==> src/rtl/grader_pkg.sv <==
// Shared types and sizing helpers for the Znarly/Zood guess grader.
package grader_pkg;

  typedef enum logic [2:0] {IDLE, WAIT, EXACT, SCAN, DONE} state_e;

  localparam int DEF_NUM_SLOTS  = 4;
  localparam int DEF_SHAPE_W    = 3;
  localparam int DEF_MAX_ROUNDS = 8;

  typedef logic [DEF_SHAPE_W-1:0] shape_t;

  // Bits needed to hold any value 0..n inclusive.
  function automatic int count_w(input int n);
    return $clog2(n + 1);
  endfunction

endpackage

==> src/rtl/unused_match_finder.sv <==
// Finds the lowest master slot that still holds the given shape and is not yet claimed.
module unused_match_finder #(
  parameter int NUM_SLOTS = 4,
  parameter int SHAPE_W   = 3
) (
  input  logic [SHAPE_W-1:0]           shape_i,
  input  logic [NUM_SLOTS*SHAPE_W-1:0] master_i,
  input  logic [NUM_SLOTS-1:0]         used_i,
  output logic                         found_o,
  output logic [NUM_SLOTS-1:0]         onehot_o
);

  always_comb begin
    found_o  = 1'b0;
    onehot_o = '0;
    for (int k = 0; k < NUM_SLOTS; k++) begin
      if (!found_o && !used_i[k] && (master_i[k*SHAPE_W +: SHAPE_W] == shape_i)) begin
        onehot_o[k] = 1'b1;
        found_o     = 1'b1;
      end
    end
  end

endmodule

==> src/rtl/guess_grader_seq.sv <==
// Multi-cycle Znarly/Zood grader: one exact-match cycle, one scan cycle per slot,
// one result cycle; also tracks the round budget and won/lost status of a game.
module guess_grader_seq
  import grader_pkg::*;
#(
  parameter int NUM_SLOTS  = DEF_NUM_SLOTS,
  parameter int SHAPE_W    = $bits(shape_t),
  parameter int MAX_ROUNDS = DEF_MAX_ROUNDS,
  localparam int CW = count_w(NUM_SLOTS),
  localparam int RW = count_w(MAX_ROUNDS),
  localparam int PW = NUM_SLOTS * SHAPE_W
) (
  input  logic          clock,
  input  logic          reset,
  input  logic          startGame,
  input  logic [PW-1:0] masterPattern,
  input  logic          guessValid,
  input  logic [PW-1:0] guess,
  output logic          guessReady,
  output logic          doneGrading,
  output logic [CW-1:0] ZnarlyCount,
  output logic [CW-1:0] ZoodCount,
  output logic          GameWon,
  output logic          GameLost,
  output logic [RW-1:0] roundsLeft,
  output state_e        dbg_state
);

  localparam int IW = (NUM_SLOTS > 1) ? $clog2(NUM_SLOTS) : 1;

  state_e               state_q;
  logic [PW-1:0]        guess_q, master_q;
  logic [NUM_SLOTS-1:0] guess_used_q, master_used_q;
  logic [IW-1:0]        idx_q;
  logic [CW-1:0]        znarly_q, zood_q, znarly_out_q, zood_out_q;
  logic [RW-1:0]        rounds_q;
  logic                 won_q, lost_q, done_q;

  logic [NUM_SLOTS-1:0] exact_d, onehot_d;
  logic [CW-1:0]        znarly_d, zood_d;
  logic [SHAPE_W-1:0]   scan_shape_d;
  logic                 found_d, scan_hit_d, last_slot_d, accept_d;

  always_comb begin
    exact_d  = '0;
    znarly_d = '0;
    for (int k = 0; k < NUM_SLOTS; k++) begin
      exact_d[k] = (guess_q[k*SHAPE_W +: SHAPE_W] == master_q[k*SHAPE_W +: SHAPE_W]);
      znarly_d   = znarly_d + CW'(exact_d[k]);
    end
  end

  assign scan_shape_d = guess_q[idx_q*SHAPE_W +: SHAPE_W];

  unused_match_finder #(
    .NUM_SLOTS (NUM_SLOTS),
    .SHAPE_W   (SHAPE_W)
  ) u_finder (
    .shape_i  (scan_shape_d),
    .master_i (master_q),
    .used_i   (master_used_q),
    .found_o  (found_d),
    .onehot_o (onehot_d)
  );

  // Slots already consumed by an exact match never take part in the scan.
  assign scan_hit_d  = !guess_used_q[idx_q] && found_d;
  assign zood_d      = zood_q + CW'(scan_hit_d);
  assign last_slot_d = (idx_q == IW'(NUM_SLOTS - 1));

  // Handshake: a guess transfers on a rising edge where guessValid and guessReady
  // are both high; guessValid at any other time is dropped, never queued.
  assign guessReady = (state_q == WAIT) && (rounds_q != '0) && !won_q && !lost_q;
  assign accept_d   = guessValid && guessReady;

  always_ff @(posedge clock) begin
    if (reset) begin
      state_q       <= IDLE;
      guess_q       <= '0;
      master_q      <= '0;
      guess_used_q  <= '0;
      master_used_q <= '0;
      idx_q         <= '0;
      znarly_q      <= '0;
      zood_q        <= '0;
      znarly_out_q  <= '0;
      zood_out_q    <= '0;
      rounds_q      <= '0;
      won_q         <= 1'b0;
      lost_q        <= 1'b0;
      done_q        <= 1'b0;
    end else if (startGame) begin
      state_q      <= WAIT;
      rounds_q     <= RW'(MAX_ROUNDS);
      znarly_out_q <= '0;
      zood_out_q   <= '0;
      won_q        <= 1'b0;
      lost_q       <= 1'b0;
      done_q       <= 1'b0;
    end else begin
      done_q <= 1'b0;
      case (state_q)
        WAIT: begin
          if (accept_d) begin
            guess_q  <= guess;
            master_q <= masterPattern;
            rounds_q <= rounds_q - RW'(1);
            state_q  <= EXACT;
          end
        end
        EXACT: begin
          guess_used_q  <= exact_d;
          master_used_q <= exact_d;
          znarly_q      <= znarly_d;
          zood_q        <= '0;
          idx_q         <= '0;
          state_q       <= SCAN;
        end
        SCAN: begin
          zood_q <= zood_d;
          idx_q  <= idx_q + IW'(1);
          if (scan_hit_d) master_used_q <= master_used_q | onehot_d;
          // Results are registered on entry to DONE so they line up with the pulse.
          if (last_slot_d) begin
            znarly_out_q <= znarly_q;
            zood_out_q   <= zood_d;
            won_q        <= (znarly_q == CW'(NUM_SLOTS));
            lost_q       <= (znarly_q != CW'(NUM_SLOTS)) && (rounds_q == '0);
            done_q       <= 1'b1;
            state_q      <= DONE;
          end
        end
        DONE:    state_q <= WAIT;
        default: state_q <= state_q;
      endcase
    end
  end

  assign doneGrading = done_q;
  assign ZnarlyCount = znarly_out_q;
  assign ZoodCount   = zood_out_q;
  assign GameWon     = won_q;
  assign GameLost    = lost_q;
  assign roundsLeft  = rounds_q;
  assign dbg_state   = state_q;

endmodule
==> config.mk <==
export PLATFORM = sky130hd
export DESIGN_NAME = guess_grader_seq
export DESIGN_NICKNAME = d
export VERILOG_FILES = /design/src/rtl/grader_pkg.sv /design/src/rtl/unused_match_finder.sv /design/src/rtl/guess_grader_seq.sv
export SDC_FILE = /design/constraint.sdc
export NUM_CORES = 1
export LEC_CHECK = 0
export BUFFER_PORTS_ARGS = -buffer_cell sky130_fd_sc_hd__buf_4
export CORE_MARGIN = 2
export CORE_UTILIZATION = 46
export CTS_CLUSTER_DIAMETER = 40
export DETAILED_ROUTE_END_ITERATION = 6
export PLACE_DENSITY = 0.67
export SLEW_MARGIN = 0
export SYNTH_ARGS = -nofsm -noshare
export SYNTH_HDL_FRONTEND = slang
export SYNTH_SLANG_ARGS = --single-unit
==> constraint.sdc <==
create_clock -name clock -period 8 [get_ports clock]
set_input_delay 1.6 -clock clock [delete_from_list [all_inputs] [get_ports clock]]
set_output_delay 1.6 -clock clock [all_outputs]
set_load 0.01 [all_outputs]
==> results.toml <==
[cts]
cts_tree = "yes"
cts_buffers = 5
clk_pin_slew_ps = 100
clock_sinks = 56
clk_latency_ps = 320
holdBufCountCts = 0
post_cts_buffers = 0
ctsRootBufferMaster = "clkbuf_8"
h-tree-depth = 2
cts_resized = 0
clockBufferDepth = 2

[timing]
slew_violations = 0
fin_crit_sh = 0.413
setup_viol = 0
post-route-min-period_ps = 3310
hold_ws_ps = 464
fin_skew_ps = 6.41
fmax_mhz = 303
rsz0062_at_grt = "no"
worst_pin_slew_ps = 767
finalSetupTns_ps = 0
relSlewSlack = 0.487
hold_viol = 0
setup_slack_ps = 4690

[logic_synthesis]
synth_fa_ha_area_frac = 0.0357
synthTopCellsByCount = "nand2_1, dfxtp_1, a21oi_1"
synth_cell_types = 44
syn_avg_cell_area_sq_um = 8.42
synth_edf_count = 0
ys_seq_area_frac = 0.421
yosys_warnings = 0
synth_flop_cell = "dfxtp_1"
synth_top_area_cell = "dfxtp_1"
synth_simple_gate_area_share = 0.203
synth_top_family_by_area = "simple AND/OR/NAND/NOR gates"
ys_seq_elements = 56
synth_mux_area_frac = 0.0353
syn_area_sq_um = 2660
synthCells = 316
synth-compound-area-share = 0.155
postSynth.asyncResetShare = 0
synth_nets = 351
synth_area_leaders = "dfxtp_1, nand2_1, a21oi_1, xnor2_1, nor2_1"
synthDominantCellAreaShare = 0.421
synth_xor_area_frac = 0.0983
synth.most_common_cell = "nand2_1"

[global_routing]
grt_pass1_wl_um = 9820
grt_max_degree = 44
grt_use_total = 0.198
antenna_found_initial = 0
gr-total-overflow = 0
grt_pass1_vias = 2091

[drt]
drt_iter0_markers = 119
drc = 0
num_vias = 2228
drt-pass1-iter-count = 5
via_per_inst = 5.25
routedWlPerCell_um = 13.4
wirelength_um = 5680
ant_nets = 0

[floorplanning]
num_io_pins = 45
initial_core_util = 0.480
die-area_sq_um = 6410
rows = 27
core_area_sq_um = 5540
dieWidth_um = 80.0
dieHeight_um = 80.0

[placement]
place_ws_ps = 4980
dp_cells = 416
routabilityCongestion = 0.842
portBuffers = 44
hpwl_um = 4200

[power_and_ir_drop]
cellLeakagePower_nw = 1.15
ir_drop_mv = 0.117
p_per_area_nw_per_um2 = 169

[setup_path]
crit_fanout = 4
critical_path_required_ps = 6400
crit_path_start = "roundsLeft[0]$_SDFFE_PP0P_"
criticalPathCategory = "flop to output port"
r2r_start = "idx_q[1]$_SDFFE_PP0P_"
crit_path_end_kind = "output port"
worst_setup_path_start_kind = "flop"
arrival_ps = 1710

[finish]
area_growth_pct = 16.7
layout.nets = 386
layout.cells.non_filler = 424
diodes = 0
drive_gt1_frac = 0.176

[worst_hold_path]
min_from = "ZnarlyCount[2]$_SDFFE_PP0P_"
hp-class = "flop to flop"

[run]
cap_violations = 0

[status]
outcome = "finished clean"
-- sequential cells by signal (all words and copies together), names as in the netlist --
signal,cells
idx_q,2
roundsLeft,4
GameWon,1
master_q,12
GameLost,1
znarly_q,3
dbg_state,3
zood_q,3
doneGrading,1
master_used_q,4
guess_used_q,4
guess_q,12
ZoodCount,3
ZnarlyCount,3
-- worst max-delay path, stage by stage (launching register included) --
cell and delay [ps]:
dfxtp_1 400, inv_1 60, ha_1 200, nor3b_1 160
nor4_1 370, buf_4 200
-- stage by stage --
| step | utilization | power (W) | area (sq um) |
|---|---|---|---|
| floorplan | - | 0.000324 | 2660 |
| finish | 0.560 | 0.000526 | 3100 |
| detailed placement | 0.540 | 0.000343 | 2990 |
| CTS | 0.560 | 0.000529 | 3100 |
| global route | 0.560 | 0.000548 | 3100 |
| global placement | 0.540 | 0.000342 | 2990 |
-- area by class of cell --
class / count / area, sq um
Tap cell: 72 / 90.1
Clock inverter: 2 / 38.8
Inverter: 11 / 41.3
Multi-Input combinational cell: 232 / 1400
Clock buffer: 6 / 72.6
Sequential cell: 56 / 1120
Fill cell: 544 / 2440
Timing Repair Buffer: 45 / 338
-- layer usage --
metal | part of all wire | up-vias | global-route usage
li1 | - | 1142 | -
met1 | 0.48 | 1045 | 0.274
met2 | 0.47 | 34 | 0.312
met3 | 0.034 | 7 | 0.0317
met4 | 0.015 | 0 | 0.0712
met5 | 0 | - | 0
-- where the power goes --
| part | internal [W] | switching, W |
|---|---|---|
| Sequential | 0.000282 | 0.00000419 |
| Combinational | 0.0000235 | 0.0000260 |
| Clock | 0.0000947 | 0.0000954 |
-- placed cells by master, fill, tap and decap left out, types with 2 or more instances in the layout --
| cell | Yosys | routed |
|---|---|---|
| dfxtp_1 | 56 | 56 |
| nand2_1 | 78 | 78 |
| inv_1 | 11 | 11 |
| nor2_1 | 22 | 22 |
| a221o_1 | 2 | 2 |
| xor2_1 | 7 | 7 |
| clkbuf_8 | 1 | 5 |
| nor3b_1 | 2 | 2 |
| mux4_2 | 3 | 3 |
| nand4_1 | 2 | 2 |
| a211oi_1 | 3 | 3 |
| nand3_1 | 4 | 4 |
| nor4_1 | 3 | 3 |
| buf_4 | 2 | 45 |
| a22oi_1 | 3 | 3 |
| nor3_1 | 3 | 3 |
| xnor2_1 | 21 | 21 |
| ha_1 | 6 | 6 |
| and3_1 | 3 | 3 |
| a21oi_1 | 49 | 49 |
| nand3b_1 | 2 | 2 |
-- cells by family after synthesis --
logic type,Yosys count
simple gates,125
xor+xnor,29
flops,56
buf+inv,28
mux,4
fa+ha+maj,7
compound gates,67
-- final timing paths --
check,depth (start not counted),slack (ps),to
min reg2reg,2,460,ZnarlyCount[2]$_SDFFE_PP0P_
min,2,460,ZnarlyCount[2]$_SDFFE_PP0P_
max reg2reg,9,5140,zood_q[2]$_SDFFE_PP0P_
max,5,4690,guessReady
(Power assumes the default switching activity.)
